**config.mk**
```make
export PLATFORM = sky130hd
export DESIGN_NAME = rvc_fetch_aligner_flat
export DESIGN_NICKNAME = d
export VERILOG_FILES = /design/src/rtl/rvc_fetch_aligner_if.sv /design/src/rtl/rvc_fetch_aligner.sv /design/src/flat_wrapper.sv
export SDC_FILE = /design/constraint.sdc
export NUM_CORES = 1
export LEC_CHECK = 0
export CORE_ASPECT_RATIO = 0.6
export CORE_MARGIN = 5
export CORE_UTILIZATION = 42
export DETAILED_ROUTE_END_ITERATION = 8
export GPL_TIMING_DRIVEN = 0
export HOLD_SLACK_MARGIN = 0.06
export PLACE_DENSITY = 0.82
export SYNTH_ARGS = -nofsm -noshare
export SYNTH_HDL_FRONTEND = slang
export SYNTH_SLANG_ARGS = --single-unit
```
**constraint.sdc**
```tcl
create_clock -name clk -period 2.3 [get_ports clk]
set_input_delay 0.69 -clock clk [delete_from_list [all_inputs] [get_ports clk]]
set_output_delay 0.69 -clock clk [all_outputs]
set_load 0.01 [all_outputs]
```
**src/rtl/rvc_fetch_aligner_if.sv**
```systemverilog
// rvc_fetch_aligner_if: bundles the fetch-side and decode-side handshakes
// of the RVC fetch aligner together with the redirect (flush) request.
//   master : the environment (fetch unit, decode stage, redirect source)
//   slave  : the aligner itself
interface rvc_fetch_aligner_if;
    logic        flush;
    logic [31:0] flush_pc;
    logic        fetch_valid;
    logic        fetch_ready;
    logic [31:0] fetch_data;
    logic        inst_valid;
    logic        inst_ready;
    logic [31:0] inst;
    logic [31:0] inst_pc;
    logic        inst_is_c;
    logic        inst_illegal;

    modport master (
        output flush, flush_pc, fetch_valid, fetch_data, inst_ready,
        input  fetch_ready, inst_valid, inst, inst_pc, inst_is_c, inst_illegal
    );

    modport slave (
        input  flush, flush_pc, fetch_valid, fetch_data, inst_ready,
        output fetch_ready, inst_valid, inst, inst_pc, inst_is_c, inst_illegal
    );
endinterface

```
**src/rtl/rvc_fetch_aligner.sv**
```systemverilog
// rvc_fetch_aligner: turns a stream of word-aligned fetch words into a stream
// of instructions for decode.
//   clk, rst_n : rising-edge clock, synchronous active-low reset
//   bus.flush / bus.flush_pc : redirect; drops buffered halfwords and any
//                              fetch transfer in the same cycle
//   bus.fetch_* : fetched word handshake (valid/ready/data)
//   bus.inst_*  : decode handshake; inst, inst_pc, inst_is_c, inst_illegal
// Build option RVC_EXPAND_EN: when defined, a 3-halfword buffer aligns
// mixed 16/32-bit code and expands RVC encodings to RV32I. When undefined,
// the block is a 1-entry word buffer passing words through unchanged.
module rvc_fetch_aligner (
    input  logic                 clk,
    input  logic                 rst_n,
    rvc_fetch_aligner_if.slave   bus
);
    localparam logic [31:0] RESET_PC = 32'h0000_0060;
    localparam logic [31:0] NOP      = 32'h0000_0013;

`ifdef RVC_EXPAND_EN
    // {illegal, expanded instruction}
    function automatic logic [32:0] expand(input logic [15:0] c);
        logic [31:0] i;
        logic        ill;
        logic [4:0]  rd, rs2, r97, r42;
        i   = NOP;
        ill = 1'b0;
        rd  = c[11:7];
        rs2 = c[6:2];
        r97 = {2'b01, c[9:7]};
        r42 = {2'b01, c[4:2]};
        case ({c[1:0], c[15:13]})
            5'b00_000: if (c[12:5] == 8'd0) ill = 1'b1;
                       else i = {2'b00, c[10:7], c[12:11], c[5], c[6], 2'b00, 5'd2, 3'b000, r42, 7'b0010011};
            5'b00_010: i = {5'b0, c[5], c[12:10], c[6], 2'b00, r97, 3'b010, r42, 7'b0000011};
            5'b00_110: i = {5'b0, c[5], c[12], r42, r97, 3'b010, c[11:10], c[6], 2'b00, 7'b0100011};
            5'b01_000: i = {{7{c[12]}}, c[6:2], rd, 3'b000, rd, 7'b0010011};
            5'b01_001, 5'b01_101:
                i = {c[12], c[8], c[10:9], c[6], c[7], c[2], c[11], c[5:3], c[12], {8{c[12]}},
                     c[15] ? 5'd0 : 5'd1, 7'b1101111};
            5'b01_010: i = {{7{c[12]}}, c[6:2], 5'd0, 3'b000, rd, 7'b0010011};
            5'b01_011: begin
                if ({c[12], c[6:2]} == 6'd0) ill = 1'b1;
                else if (rd == 5'd2)
                    i = {{3{c[12]}}, c[4:3], c[5], c[2], c[6], 4'b0, 5'd2, 3'b000, 5'd2, 7'b0010011};
                else
                    i = {{15{c[12]}}, c[6:2], rd, 7'b0110111};
            end
            5'b01_100: begin
                case (c[11:10])
                    2'b00: if (c[12]) ill = 1'b1;
                           else i = {7'b0000000, c[6:2], r97, 3'b101, r97, 7'b0010011};
                    2'b01: if (c[12]) ill = 1'b1;
                           else i = {7'b0100000, c[6:2], r97, 3'b101, r97, 7'b0010011};
                    2'b10: i = {{7{c[12]}}, c[6:2], r97, 3'b111, r97, 7'b0010011};
                    default: begin
                        // c[12]=1 encodes RV64-only subw/addw
                        if (c[12]) ill = 1'b1;
                        else case (c[6:5])
                            2'b00:   i = {7'b0100000, r42, r97, 3'b000, r97, 7'b0110011};
                            2'b01:   i = {7'b0000000, r42, r97, 3'b100, r97, 7'b0110011};
                            2'b10:   i = {7'b0000000, r42, r97, 3'b110, r97, 7'b0110011};
                            default: i = {7'b0000000, r42, r97, 3'b111, r97, 7'b0110011};
                        endcase
                    end
                endcase
            end
            5'b01_110, 5'b01_111:
                i = {{4{c[12]}}, c[6:5], c[2], 5'd0, r97, 2'b00, c[13],
                     c[11:10], c[4:3], c[12], 7'b1100011};
            5'b10_000: if (c[12]) ill = 1'b1;
                       else i = {7'b0, c[6:2], rd, 3'b001, rd, 7'b0010011};
            5'b10_010: if (rd == 5'd0) ill = 1'b1;
                       else i = {4'b0, c[3:2], c[12], c[6:4], 2'b00, 5'd2, 3'b010, rd, 7'b0000011};
            5'b10_100: begin
                if (rs2 == 5'd0) begin
                    if (c[12] && rd == 5'd0) i = 32'h0010_0073;              // ebreak
                    else if (rd == 5'd0)     ill = 1'b1;                      // jr x0
                    else i = {12'b0, rd, 3'b000, {4'b0, c[12]}, 7'b1100111};  // jr / jalr
                end else begin
                    // mv is add rd, x0, rs2; add uses rd as rs1
                    i = {7'b0, rs2, c[12] ? rd : 5'd0, 3'b000, rd, 7'b0110011};
                end
            end
            5'b10_110: i = {4'b0, c[8:7], c[12], rs2, 5'd2, 3'b010, c[11:9], 2'b00, 7'b0100011};
            default:   ill = 1'b1;   // FP loads/stores and reserved slots
        endcase
        if (ill) i = NOP;
        return {ill, i};
    endfunction

    logic [2:0][15:0] hw, hw_nxt, hw_sh;
    logic [1:0]       cnt, cnt_after, cnt_nxt, need;
    logic [31:0]      pc;
    logic             skip_lo, is_c, consume, fetch_fire;
    logic [32:0]      exp_res;
    logic             unused_flush_pc;

    assign unused_flush_pc = bus.flush_pc[0];

    assign is_c      = hw[0][1:0] != 2'b11;
    assign need      = is_c ? 2'd1 : 2'd2;
    assign exp_res   = expand(hw[0]);

    assign bus.inst_valid   = is_c ? (cnt != 2'd0) : (cnt >= 2'd2);
    assign bus.inst_is_c    = is_c & (cnt != 2'd0);
    assign bus.inst_illegal = is_c & (cnt != 2'd0) & exp_res[32];
    assign bus.inst         = is_c ? exp_res[31:0] : {hw[1], hw[0]};
    assign bus.inst_pc      = pc;

    assign consume   = bus.inst_valid & bus.inst_ready;
    assign cnt_after = consume ? cnt - need : cnt;
    // A full word always fits once at most one halfword remains after this
    // cycle's consumption.
    assign bus.fetch_ready = cnt_after <= 2'd1;
    assign fetch_fire      = bus.fetch_valid & bus.fetch_ready;

    always_comb begin
        hw_sh = hw;
        if (consume) hw_sh = is_c ? {16'h0, hw[2], hw[1]} : {16'h0, 16'h0, hw[2]};
        hw_nxt  = hw_sh;
        cnt_nxt = cnt_after;
        if (fetch_fire) begin
            if (skip_lo) begin
                hw_nxt[cnt_after[0] ? 1 : 0] = bus.fetch_data[31:16];
                cnt_nxt = cnt_after + 2'd1;
            end else begin
                if (cnt_after[0]) begin
                    hw_nxt[1] = bus.fetch_data[15:0];
                    hw_nxt[2] = bus.fetch_data[31:16];
                end else begin
                    hw_nxt[0] = bus.fetch_data[15:0];
                    hw_nxt[1] = bus.fetch_data[31:16];
                end
                cnt_nxt = cnt_after + 2'd2;
            end
        end
    end

    always_ff @(posedge clk) begin
        if (!rst_n) begin
            hw      <= '0;
            cnt     <= 2'd0;
            pc      <= RESET_PC;
            skip_lo <= 1'b0;
        end else if (bus.flush) begin
            cnt     <= 2'd0;
            pc      <= {bus.flush_pc[31:1], 1'b0};
            skip_lo <= bus.flush_pc[1];
        end else begin
            hw  <= hw_nxt;
            cnt <= cnt_nxt;
            if (consume)    pc <= pc + (is_c ? 32'd2 : 32'd4);
            if (fetch_fire) skip_lo <= 1'b0;
        end
    end
`else
    logic [31:0] word_q;
    logic [31:0] pc;
    logic        full;
    logic        consume;
    logic        unused_flush_pc;

    assign unused_flush_pc = ^bus.flush_pc[1:0];

    assign bus.inst_valid   = full;
    assign bus.inst         = word_q;
    assign bus.inst_pc      = pc;
    assign bus.inst_is_c    = 1'b0;
    assign bus.inst_illegal = 1'b0;
    assign consume          = full & bus.inst_ready;
    assign bus.fetch_ready  = ~full | bus.inst_ready;

    always_ff @(posedge clk) begin
        if (!rst_n) begin
            word_q <= '0;
            full   <= 1'b0;
            pc     <= RESET_PC;
        end else if (bus.flush) begin
            full <= 1'b0;
            pc   <= {bus.flush_pc[31:2], 2'b00};
        end else begin
            if (consume) pc <= pc + 32'd4;
            if (bus.fetch_valid & bus.fetch_ready) begin
                word_q <= bus.fetch_data;
                full   <= 1'b1;
            end else if (consume) begin
                full <= 1'b0;
            end
        end
    end
`endif
endmodule

```
**src/flat_wrapper.sv**
```systemverilog
// flat-port wrapper written by rule: the top's interface ports become plain ports
module rvc_fetch_aligner_flat 
  (clk, rst_n, bus_flush, bus_flush_pc, bus_fetch_valid, bus_fetch_data, bus_inst_ready, bus_fetch_ready, bus_inst_valid, bus_inst, bus_inst_pc, bus_inst_is_c, bus_inst_illegal);
  rvc_fetch_aligner_if bus_i ();
  input  logic clk;
  input  logic rst_n;
  input wire logic [$bits(bus_i.flush)-1:0] bus_flush;
  input wire logic [$bits(bus_i.flush_pc)-1:0] bus_flush_pc;
  input wire logic [$bits(bus_i.fetch_valid)-1:0] bus_fetch_valid;
  input wire logic [$bits(bus_i.fetch_data)-1:0] bus_fetch_data;
  input wire logic [$bits(bus_i.inst_ready)-1:0] bus_inst_ready;
  output wire logic [$bits(bus_i.fetch_ready)-1:0] bus_fetch_ready;
  output wire logic [$bits(bus_i.inst_valid)-1:0] bus_inst_valid;
  output wire logic [$bits(bus_i.inst)-1:0] bus_inst;
  output wire logic [$bits(bus_i.inst_pc)-1:0] bus_inst_pc;
  output wire logic [$bits(bus_i.inst_is_c)-1:0] bus_inst_is_c;
  output wire logic [$bits(bus_i.inst_illegal)-1:0] bus_inst_illegal;
  assign bus_i.flush = bus_flush;
  assign bus_i.flush_pc = bus_flush_pc;
  assign bus_i.fetch_valid = bus_fetch_valid;
  assign bus_i.fetch_data = bus_fetch_data;
  assign bus_i.inst_ready = bus_inst_ready;
  assign bus_fetch_ready = bus_i.fetch_ready;
  assign bus_inst_valid = bus_i.inst_valid;
  assign bus_inst = bus_i.inst;
  assign bus_inst_pc = bus_i.inst_pc;
  assign bus_inst_is_c = bus_i.inst_is_c;
  assign bus_inst_illegal = bus_i.inst_illegal;
  rvc_fetch_aligner u_core (.clk(clk), .rst_n(rst_n), .bus(bus_i));
endmodule
```
### Word-level counts from Yosys, hierarchy flattened

Index checks and enable logic that the tools add are counted.

| operators by class | value |
|---|---|
| bitwise operators | 6 |
| multiplexer cells | 4 |
| reductions and logical operators | 4 |
| $add $sub $neg | 1 |

Operators by type and width:

| operator | count |
|---|---|
| 32-bit 2-to-1 mux | 2 |
| 32-bit by 3-bit adder with 32-bit output, second input constant | 1 |
| 2-bit nonzero test | 2 |
| 1-bit inverter | 3 |
| 1-bit bitwise AND | 2 |
| 1-bit 2-to-1 mux | 2 |
| 2-bit AND reduction | 1 |
| 2-bit OR reduction | 1 |
| 1-bit OR | 1 |

| word-level totals | value |
|---|---|
| input port bits | 69 |
| logic and storage cells | 19 |
| output and inout port bits | 68 |
| register bits after elaboration | 65 |

### Depth between registers and ports, before layout

Gate-level depths: netlist (run 1).

| depth | value |
|---|---|
| depth in word-level cells | 4 |
| gate-level depth with buffers | 7 |
| depth with buffers taken out | 5 |

### Worst setup path after synthesis (run 1)

Ideal clock, no wire load.

| path | value |
|---|---|
| path kind | input port to flip-flop |
| start | in bus_inst_ready |
| end | reg u_core.pc[20] (netlist: u_core.bus.inst_pc[20]) |
| arrival time | 1.764 ns |
| setup slack | 0.414 ns |
| path buffers | 0 |
| library setup time | 0.123 ns |
| cell stages on the path | 4 |
| data required time | 2.177 ns |
| cell sequence | nand4_1 -> or4_4 -> nor4b_4 -> nor3b_2 |

| on the way | value |
|---|---|
| word-level cells in the longest chain between the ends | 2 |

Ends and longest elaborated chain:

| item | RTL line | RTL |
|---|---|---|
| start: declaration | flat_wrapper.sv:11 | `input wire logic [$bits(bus_i.inst_ready)-1:0] bus_inst_ready;` |
| 1-bit bitwise AND | rvc_fetch_aligner.sv:170 | `assign consume = full & bus.inst_ready;` |
| 2-bit nonzero test (no line) | - |  |
| end signal: assignment | rvc_fetch_aligner.sv:180 | `pc <= {bus.flush_pc[31:2], 2'b00};` |
| end signal: assignment | rvc_fetch_aligner.sv:182 | `if (consume) pc <= pc + 32'd4;` |
| end: declaration | rvc_fetch_aligner.sv:158 | `logic [31:0] pc;` |

Every way passes these cells.
A chain may end at the register's enable or synchronous reset.

### Worst setup path after layout (run 1)

| path | value |
|---|---|
| start | in bus_inst_ready |
| end | out bus_fetch_ready |

| on the way | value |
|---|---|
| word-level cells in the longest chain between the ends | 1 |

Ends and longest elaborated chain:

| item | RTL line | RTL |
|---|---|---|
| 1-bit OR | rvc_fetch_aligner.sv:171 | `assign bus.fetch_ready = ~full \| bus.inst_ready;` |
| end: declaration | flat_wrapper.sv:12 | `output wire logic [$bits(bus_i.fetch_ready)-1:0] bus_fetch_ready;` |

Every way passes these cells.

==> impl_metrics.csv, run 1 <==
group,metric,value,unit
route,post_drt_wl_per_cell,17.2,µm
die,rows,24,
timing,slew_viol_final,0,
place,place.gp.congestion,0.876,
cells_and_area,final_area,4850,µm²
timing,fmaxAchievable,447,MHz
clock_network,clkLatencyLatePin,0.34,ns
synthesis,synth_top_area_share,40.5,%
route,dr.pass1.iters,5,
pwr,vdd_drop_max,0.000550,V
synthesis,yosysWarnings,0,
synthesis,synth_edf_count,0,
die,coreArea,7240,µm²
place,hpwlAfterDp,8.30,mm
timing,worst_pin_slew,0.616,ns
pwr,power_density,645,nW/µm²
place,dpl_cell_area,4550,µm²
clock_network,ctsRootBufferMaster,"clkbuf_16",
worst_setup_path,required,1.61,ns
synthesis,yosysMostFrequentCell,"nand2_1",
worst_setup_path,critical_path_arrival,1.55,ns
timing,min_period,2.24,ns
route,avgViaCountPerCell,5.46,
grt,grt_usage,23.7,%
die,die_h,76.7,µm
timing,slew_headroom,58.9,%
grt,grt_first_pass_wirelength,17.4,mm
worst_setup_path,startpoint_type,"input pin",
clock_network,cts_buffers,9,
synthesis,netlist_top_cells_area,"dfxtp_1 41%, nand2_1 9.9%, a21boi_0 7.7%, o21ai_0 4.5%, nand4_1 2.6%",
clock_network,clock_sinks,63,
die,start_util,43.0,%
die,dieArea,9290,µm²
synthesis,syn_area_per_cell,8.21,µm²
min_path,worstHoldPathType,"register to register",
grt,antenna_found_initial,0,
synthesis,synth_area,3110,µm²
route,vias,3445,
cells_and_area,stdcell_count,631,
clock_network,holdBufCountCts,0,
worst_setup_path,worstPathMaxFanout,6,
grt,gr-total-overflow,0,
cells_and_area,layout-drive-gt1-share,6.45,%
worst_setup_path,cp-end-kind,"output port",
die,die_w,121,µm
clock_network,clockBufferDepth,2,
clock_network,cts-htree-levels,3,
synthesis,synthTopCellsByCount,"82 x nand2_1, 63 x dfxtp_1, 32 x a21boi_0",
timing,timing.final.crit_share,97.2,%
route,drc_errors,0,
timing,timing.hold.ws,0.463,ns
synthesis,synth_cell_types,49,
clock_network,clk_pin_slew_worst_paths,0.05,ns
route,drt-total-wl,10.8,mm
clock_network,cts_tree,"yes",
place,portBuffers,129,
synthesis,ys_seq_area_share,40.5,%
pwr,p_leak,1.74,nW
grt,grt_max_degree,11,
synthesis,synth_cells,379,
timing,fin_setup_tns,0,ns
place,dpl.cell_count,615,
worst_setup_path,worstSetupPathType,"input pin to output port",
timing,rsz0062_at_grt,"no",
cells_and_area,diodes,0,
synthesis,post-synth-top-area-cell,"dfxtp_1",
route,ant_nets,0,
cells_and_area,final_nets,592,
timing,hold_viol_final,0,
outcome,status,"completed",
flow_run,maxCapViolCount,0,
timing,fin_skew,0.00600,ns
clock_network,cts_setup_buffers,0,
synthesis,ys_ff_latch,63,
synthesis,ys.flop_type,"dfxtp_1",
synthesis,postSynth.asyncResetShare,0,%
cells_and_area,area_growth,55.8,%
die,pin_count,137,
grt,grt_pass1_vias,3463,
route,drt_iter0_drc,290,
timing,setup_violations,0,
[state kept, by name, indices dropped and copies added (netlist names)]
register / flops
u_core.bus.inst_pc: 30
u_core.bus.inst: 32
u_core.bus.inst_valid: 1
[area by class of cell]
class	count	area, µm²
multi-input combinational	287	1700
sequential	63	1260
timing repair buffer	129	1290
inverter	3	11.3
clock inverter	4	70.1
tap	104	130
buffer	29	154
clock buffer	12	236
fill	622	2390
[layer usage]
metal  vias up  track usage, %  wire length, µm  share of wire (%)
met5         -               0                0                  0
met3        14            8.97             1040                9.6
met4         0            8.61              176                1.6
met2       162            36.0             4890                 45
met1      1632            30.6             4730                 44
li1       1637               -                -                  -
[logic make-up (layout without fill, tap and decap cells)]
group / after synthesis / count (layout) / synth area share [%]
AOI/OAI and AO/OA: 91 / 91 / 19.1
muxes: 1 / 1 / 0.322
xor gates and xnor gates: 11 / 11 / 3.09
buffers and inverters: 32 / 177 / 5.31
other: 1 / 4 / 0.120
DFF: 63 / 63 / 40.5
adders and majority gates: 1 / 1 / 0.402
and+or+nand+nor: 179 / 179 / 31.1
[worst paths after layout]
path,from,slack [ns],cells after the start,to
setup / recovery,bus_inst_ready,0.06,3,bus_fetch_ready
setup reg to reg,u_core.bus.inst_pc[4]$_SDFFE_PN0P_,0.44,4,u_core.bus.inst_pc[20]$_SDFFE_PN0P_
hold / removal,u_core.bus.inst[8]$_SDFFE_PN0P_,0.46,2,u_core.bus.inst[8]$_SDFFE_PN0P_
hold reg to reg,u_core.bus.inst[8]$_SDFFE_PN0P_,0.46,2,u_core.bus.inst[8]$_SDFFE_PN0P_
[power breakdown]
part / internal [mW] / switching, mW / total, mW
Sequential: 1.16 / 0.0733 / 1.23
Combinational: 0.278 / 0.201 / 0.479
Clock: 0.945 / 0.477 / 1.42
[metrics by stage]
stage / total power [mW] / util (%) / setup slack, ns
after floorplan: 1.42 / - / 0.414
after global placement: 1.71 / 62.8 / -0.457
after detailed placement: 1.73 / 62.8 / -0.469
after CTS: 3.15 / 67.0 / 0.0805
after global routing: 3.26 / 67.0 / 0.0315
final: 3.13 / 67.0 / 0.0635
[placed cells by master (no fill, tap or decap), types with 3 or more instances in the layout]
cell	Yosys	final
clkdlybuf4s50_1	0	127
nand2_1	82	82
dfxtp_1	63	63
a21boi_0	32	32
o21ai_0	28	28
clkbuf_1	16	19
nand3_1	16	16
nand4_1	13	13
nor2_1	13	13
a21oi_1	12	12
clkbuf_16	0	9
and4_1	8	8
nor3_1	8	8
nor4_1	6	6
xor2_1	6	6
xnor2_1	5	5
buf_2	5	5
and3_1	5	5
buf_4	5	5
nor4b_1	5	5
and2_1	4	4
nor3b_1	4	4
a211oi_1	4	4
conb_1	1	4
inv_1	3	3
a311oi_1	3	3
o2111ai_1	3	3
[what timing repair did]
action                     CTS  global route
hold endpoints to repair     0             0
setup endpoints to repair    2             0
resized for setup            3             0
[worst max-delay path, cell delays in order]
cell	delay, ns
clkdlybuf4s15_1	0.28
nand2b_1	0.25
dlygate4sd2_1	0.32
(Power assumes the default switching activity.)
==> inputs of run 2 (changes only) <==
--- a/config.mk
+++ b/config.mk
@@ -12,3 +12,3 @@
 export GPL_TIMING_DRIVEN = 0
-export HOLD_SLACK_MARGIN = 0.06
+export HOLD_SLACK_MARGIN = 0.1
 export PLACE_DENSITY = 0.82
==> constraint.sdc (replaced) <==
create_clock -name clk -period 2.3 [get_ports clk]
set_input_delay 0.46 -clock clk [delete_from_list [all_inputs] [get_ports clk]]
set_output_delay 0.46 -clock clk [all_outputs]
set_load 0.01 [all_outputs]
==> impl_metrics.csv, run 2 (synthesis results as in run 1) <==
group,metric,value,unit
route,ant_nets,0,
timing,timing.final.crit_share,89.4,%
grt,grt_pass1_vias,3463,
clock_network,ctsRootBufferMaster,"clkbuf_16",
die,die_w,121,µm
pwr,pwr-share-comb,15.3,%
timing,setup_violations,0,
cells_and_area,finish.utilization,67.0,%
place,dpl_cell_area,4550,µm²
place,post-place-ws,-0.139,ns
pwr,p_leak,1.74,nW
timing,slew_headroom,58.9,%
clock_network,cts_tree,"yes",
clock_network,cts_buffers,9,
pwr,power,3.13,mW
cells_and_area,diodes,0,
clock_network,holdBufCountCts,0,
worst_setup_path,worstPathMaxFanout,6,
timing,fin_skew,0.00600,ns
timing,rsz0062_at_grt,"no",
clock_network,clk_pin_slew_worst_paths,0.05,ns
pwr,power_density,645,nW/µm²
min_path,worstHoldPathType,"register to register",
die,die_h,76.7,µm
cells_and_area,final_area,4850,µm²
pwr,p_sw,0.751,mW
route,drc_errors,0,
worst_setup_path,startpoint_type,"input pin",
route,vias,3445,
worst_setup_path,critical_path_arrival,1.60,ns
clock_network,cts_setup_buffers,0,
pwr,p_int,2.38,mW
place,hpwlAfterDp,8.30,mm
place,portBuffers,129,
pwr,p_seq_share,39.3,%
worst_setup_path,r2r_setup_slack,0.44,ns
cells_and_area,largest_register_ffs,32,
die,rows,24,
outcome,status,"completed",
clock_network,clock_sinks,63,
pwr,vdd_drop_max,0.000550,V
place,place.gp.congestion,0.876,
worst_setup_path,cp-end-kind,"output port",
cells_and_area,final_common_cell,"clkdlybuf4s50_1",
cells_and_area,final_nets,592,
pwr,power_frac_clock,45.4,%
cells_and_area,area_growth,55.8,%
route,drt_iter0_drc,290,
timing,slew_viol_final,0,
clock_network,clockBufferDepth,2,
timing,min_period,2.06,ns
route,drt-total-wl,10.8,mm
route,dr.pass1.iters,5,
flow_run,maxCapViolCount,0,
timing,fin_ws,0.243,ns
timing,hold_viol_final,0,
grt,grt_first_pass_wirelength,17.4,mm
cells_and_area,layout-drive-gt1-share,6.45,%
cells_and_area,final_cell_mix,"128 x clkdlybuf4s50_1, 82 x nand2_1, 63 x dfxtp_1",
die,dieArea,9290,µm²
timing,fin_setup_tns,0,ns
grt,antenna_found_initial,0,
pwr,swShare,24.0,%
route,avgViaCountPerCell,5.46,
worst_setup_path,required,1.84,ns
timing,fmaxAchievable,486,MHz
die,coreArea,7240,µm²
grt,grt_usage,23.7,%
route,post_drt_wl_per_cell,17.2,µm
die,pin_count,137,
worst_setup_path,worstSetupPathType,"input pin to output port",
die,start_util,43.0,%
grt,gr-total-overflow,0,
clock_network,cts-htree-levels,3,
clock_network,clkLatencyLatePin,0.34,ns
grt,grt_max_degree,11,
timing,worst_pin_slew,0.616,ns
==> run 2: cell types whose count changed in the layout (fill, tap and decap cells not counted), sizes merged <==
cell / before / now
clkdlybuf4s50: 127 / 128
clkdlybuf4s15: 1 / 0
==> run 2: power by group through the flow <==
stage	logic, mW	registers (mW)	clock network, mW
finish	0.479	1.23	1.42
global route	0.517	1.24	1.51
CTS	0.480	1.23	1.44
detailed placement	0.477	1.25	0
global placement	0.468	1.24	0
floorplan	0.161	1.26	0
==> run 2: final timing paths <==
kind,from,cells after the start,end
max,bus_inst_ready,3,bus_fetch_ready
min,u_core.bus.inst[8]$_SDFFE_PN0P_,2,u_core.bus.inst[8]$_SDFFE_PN0P_
max reg2reg,u_core.bus.inst_pc[4]$_SDFFE_PN0P_,4,u_core.bus.inst_pc[20]$_SDFFE_PN0P_
min reg2reg,u_core.bus.inst[8]$_SDFFE_PN0P_,2,u_core.bus.inst[8]$_SDFFE_PN0P_
==> run 2: layout make-up <==
cell class / instances / area, µm²
clock buffers: 12 / 236
flip-flops and latches: 63 / 1260
multi-input cells: 287 / 1700
well taps: 104 / 130
inverters: 3 / 11.3
clock inverters: 4 / 70.1
repair buffers: 129 / 1290
fillers: 619 / 2390
plain buffers: 29 / 154
==> run 2: stage by stage <==
stage          std cells  hold WS (ns)
2_1_floorplan        382         0.488
3_5_place_dp         615         0.457
3_3_place_gp         615         0.450
5_1_grt              631         0.485
6_report             631         0.463
4_1_cts              631         0.464
==> run 2: critical path, cell delays in order <==
cell and delay, ns:
dlygate4sd2_1 0.34, nand2b_1 0.21, clkdlybuf4s50_1 0.58
==> run 2: repair_timing <==
item                       CTS  global route
setup endpoints to repair    1             0
gates resized for setup      1             0
hold endpoints to repair     0             0
==> run 2: metal layers <==
metal	track usage [%]	part of all wire, %	up-vias
li1	-	-	1637
met1	30.6	44	1635
met2	36.0	45	159
met3	8.97	9.4	14
met4	8.61	1.6	0
met5	0	0	-
==> inputs of run 3 (changes only) <==
--- a/constraint.sdc
+++ b/constraint.sdc
@@ -3,2 +3,2 @@
 set_output_delay 0.46 -clock clk [all_outputs]
-set_load 0.01 [all_outputs]
+set_load 0.005 [all_outputs]
==> impl_metrics.csv, run 3 (synthesis results as in run 1) <==
group,metric,value,unit
outcome,status,"completed",
clock_network,cts-htree-levels,3,
grt,grtUsageMet2,36.0,%
pwr,vdd_drop_max,0.000548,V
min_path,worstHoldStart,"u_core.bus.inst[8]$_SDFFE_PN0P_",
grt,grt_max_degree,11,
timing,hold_viol_final,0,
cells_and_area,stdcell_count,631,
timing,fin_skew,0.00507,ns
die,start_util,43.0,%
cells_and_area,layout-drive-gt1-share,6.45,%
grt,antenna_found_initial,0,
clock_network,cts_tree,"yes",
timing,slew_viol_final,0,
timing,rsz0062_at_grt,"no",
timing,worst_pin_slew,0.618,ns
clock_network,holdBufCountCts,0,
worst_setup_path,critical_path_arrival,1.45,ns
timing,slew_headroom,58.8,%
cells_and_area,final_nets,592,
worst_setup_path,startpoint_type,"input pin",
die,die_w,121,µm
clock_network,cts_buffers,9,
route,avgViaCountPerCell,5.46,
route,drt-total-wl,10.8,mm
clock_network,clkLatencyLatePin,0.34,ns
timing,fin_ws,0.388,ns
die,dieArea,9290,µm²
route,drt_iter0_drc,290,
cells_and_area,regArea,1260,µm²
timing,fmaxAchievable,523,MHz
die,die_h,76.7,µm
pwr,power_density,640,nW/µm²
grt,grt_pass1_vias,3463,
min_path,worstHoldPathType,"register to register",
pwr,p_leak,1.75,nW
worst_setup_path,worstPathMaxFanout,6,
place,post-place-ws,-0.139,ns
place,dpl.cell_count,615,
flow_run,maxCapViolCount,0,
pwr,power,3.11,mW
worst_setup_path,reg2reg_to,"u_core.bus.inst_pc[20]$_SDFFE_PN0P_",
die,rows,24,
worst_setup_path,r2r-start,"u_core.bus.inst_pc[4]$_SDFFE_PN0P_",
place,hpwlAfterDp,8.30,mm
die,coreArea,7240,µm²
grt,grt_first_pass_wirelength,17.4,mm
route,vias,3443,
cells_and_area,final_common_cell,"clkdlybuf4s50_1",
timing,min_period,1.91,ns
clock_network,clk_pin_slew_worst_paths,0.05,ns
timing,setup_violations,0,
grt,grt_usage,23.7,%
timing,timing.final.crit_share,83.1,%
place,place.gp.congestion,0.876,
grt,gr-usage-met3,8.97,%
route,post_drt_wl_per_cell,17.2,µm
worst_setup_path,r2r_setup_slack,0.44,ns
min_path,hold_depth,2,
route,drc_errors,0,
timing,timing.hold.ws,0.463,ns
grt,grt.busiest_layer,"met2",
grt,gr-total-overflow,0,
clock_network,clockBufferDepth,2,
cells_and_area,diodes,0,
clock_network,clock_sinks,63,
route,dr.pass1.iters,5,
route,ant_nets,0,
cells_and_area,fill_cells,620,
place,portBuffers,129,
cells_and_area,area_growth,55.9,%
worst_setup_path,cp-end-kind,"output port",
timing,fin_setup_tns,0,ns
cells_and_area,final_cell_mix,"128 x clkdlybuf4s50_1, 82 x nand2_1, 63 x dfxtp_1",
die,pin_count,137,
cells_and_area,multi_input_area,1700,µm²
worst_setup_path,worstSetupPathType,"input pin to output port",
worst_setup_path,ff2ff_path_depth,4,
min_path,holdPathEnd,"u_core.bus.inst[8]$_SDFFE_PN0P_",
worst_setup_path,required,1.84,ns
grt,met1_usage,30.6,%
clock_network,ctsRootBufferMaster,"clkbuf_16",
cells_and_area,largest_register_ffs,32,
## run 3: final cells by class
type | instances | share of cell area (%)
Sequential cell | 63 | 26.0
Clock buffer | 12 | 4.87
Tap cell | 104 | 2.68
Multi-Input combinational cell | 287 | 35.0
Buffer | 29 | 3.17
Clock inverter | 4 | 1.44
Inverter | 3 | 0.232
Timing Repair Buffer | 129 | 26.6
## run 3: how the worst max path moves through the flow
stage	startpoint	end
floorplan	bus_inst_ready	u_core.bus.inst_pc[20]$_SDFFE_PN0P_
global placement	bus_inst_ready	u_core.bus.inst_pc[20]$_SDFFE_PN0P_
detailed placement	bus_inst_ready	u_core.bus.inst_pc[20]$_SDFFE_PN0P_
CTS	bus_inst_ready	bus_fetch_ready
global route	bus_inst_ready	bus_fetch_ready
finish	bus_inst_ready	bus_fetch_ready
## run 3: routing by layer
metal | share of wire (%) | up-vias
met5 | 0 | -
met4 | 1.6 | 0
met3 | 9.6 | 14
met2 | 45 | 160
met1 | 44 | 1632
li1 | - | 1637
## run 3: power by group
part | total, mW | switching [mW] | internal (mW)
clock network | 1.42 | 0.478 | 0.945
registers | 1.23 | 0.0730 | 1.16
logic | 0.454 | 0.176 | 0.277
## run 3: metrics by stage
| stage | cell area, µm² | util (%) |
|---|---|---|
| after floorplan | 3120 | - |
| after global placement | 4550 | 62.8 |
| after detailed placement | 4550 | 62.8 |
| after CTS | 4850 | 67.0 |
| after global routing | 4850 | 67.1 |
| final | 4850 | 67.1 |
## run 3: timing repair
item	in CTS	in global routing
resized for setup	0	1
setup buffers	0	0
endpoints found under the setup margin	0	1
## run 3: critical path: stages
cell             delay, ns
dlymetal6s2s_1        0.22
nand2b_1              0.22
clkdlybuf4s50_1       0.55
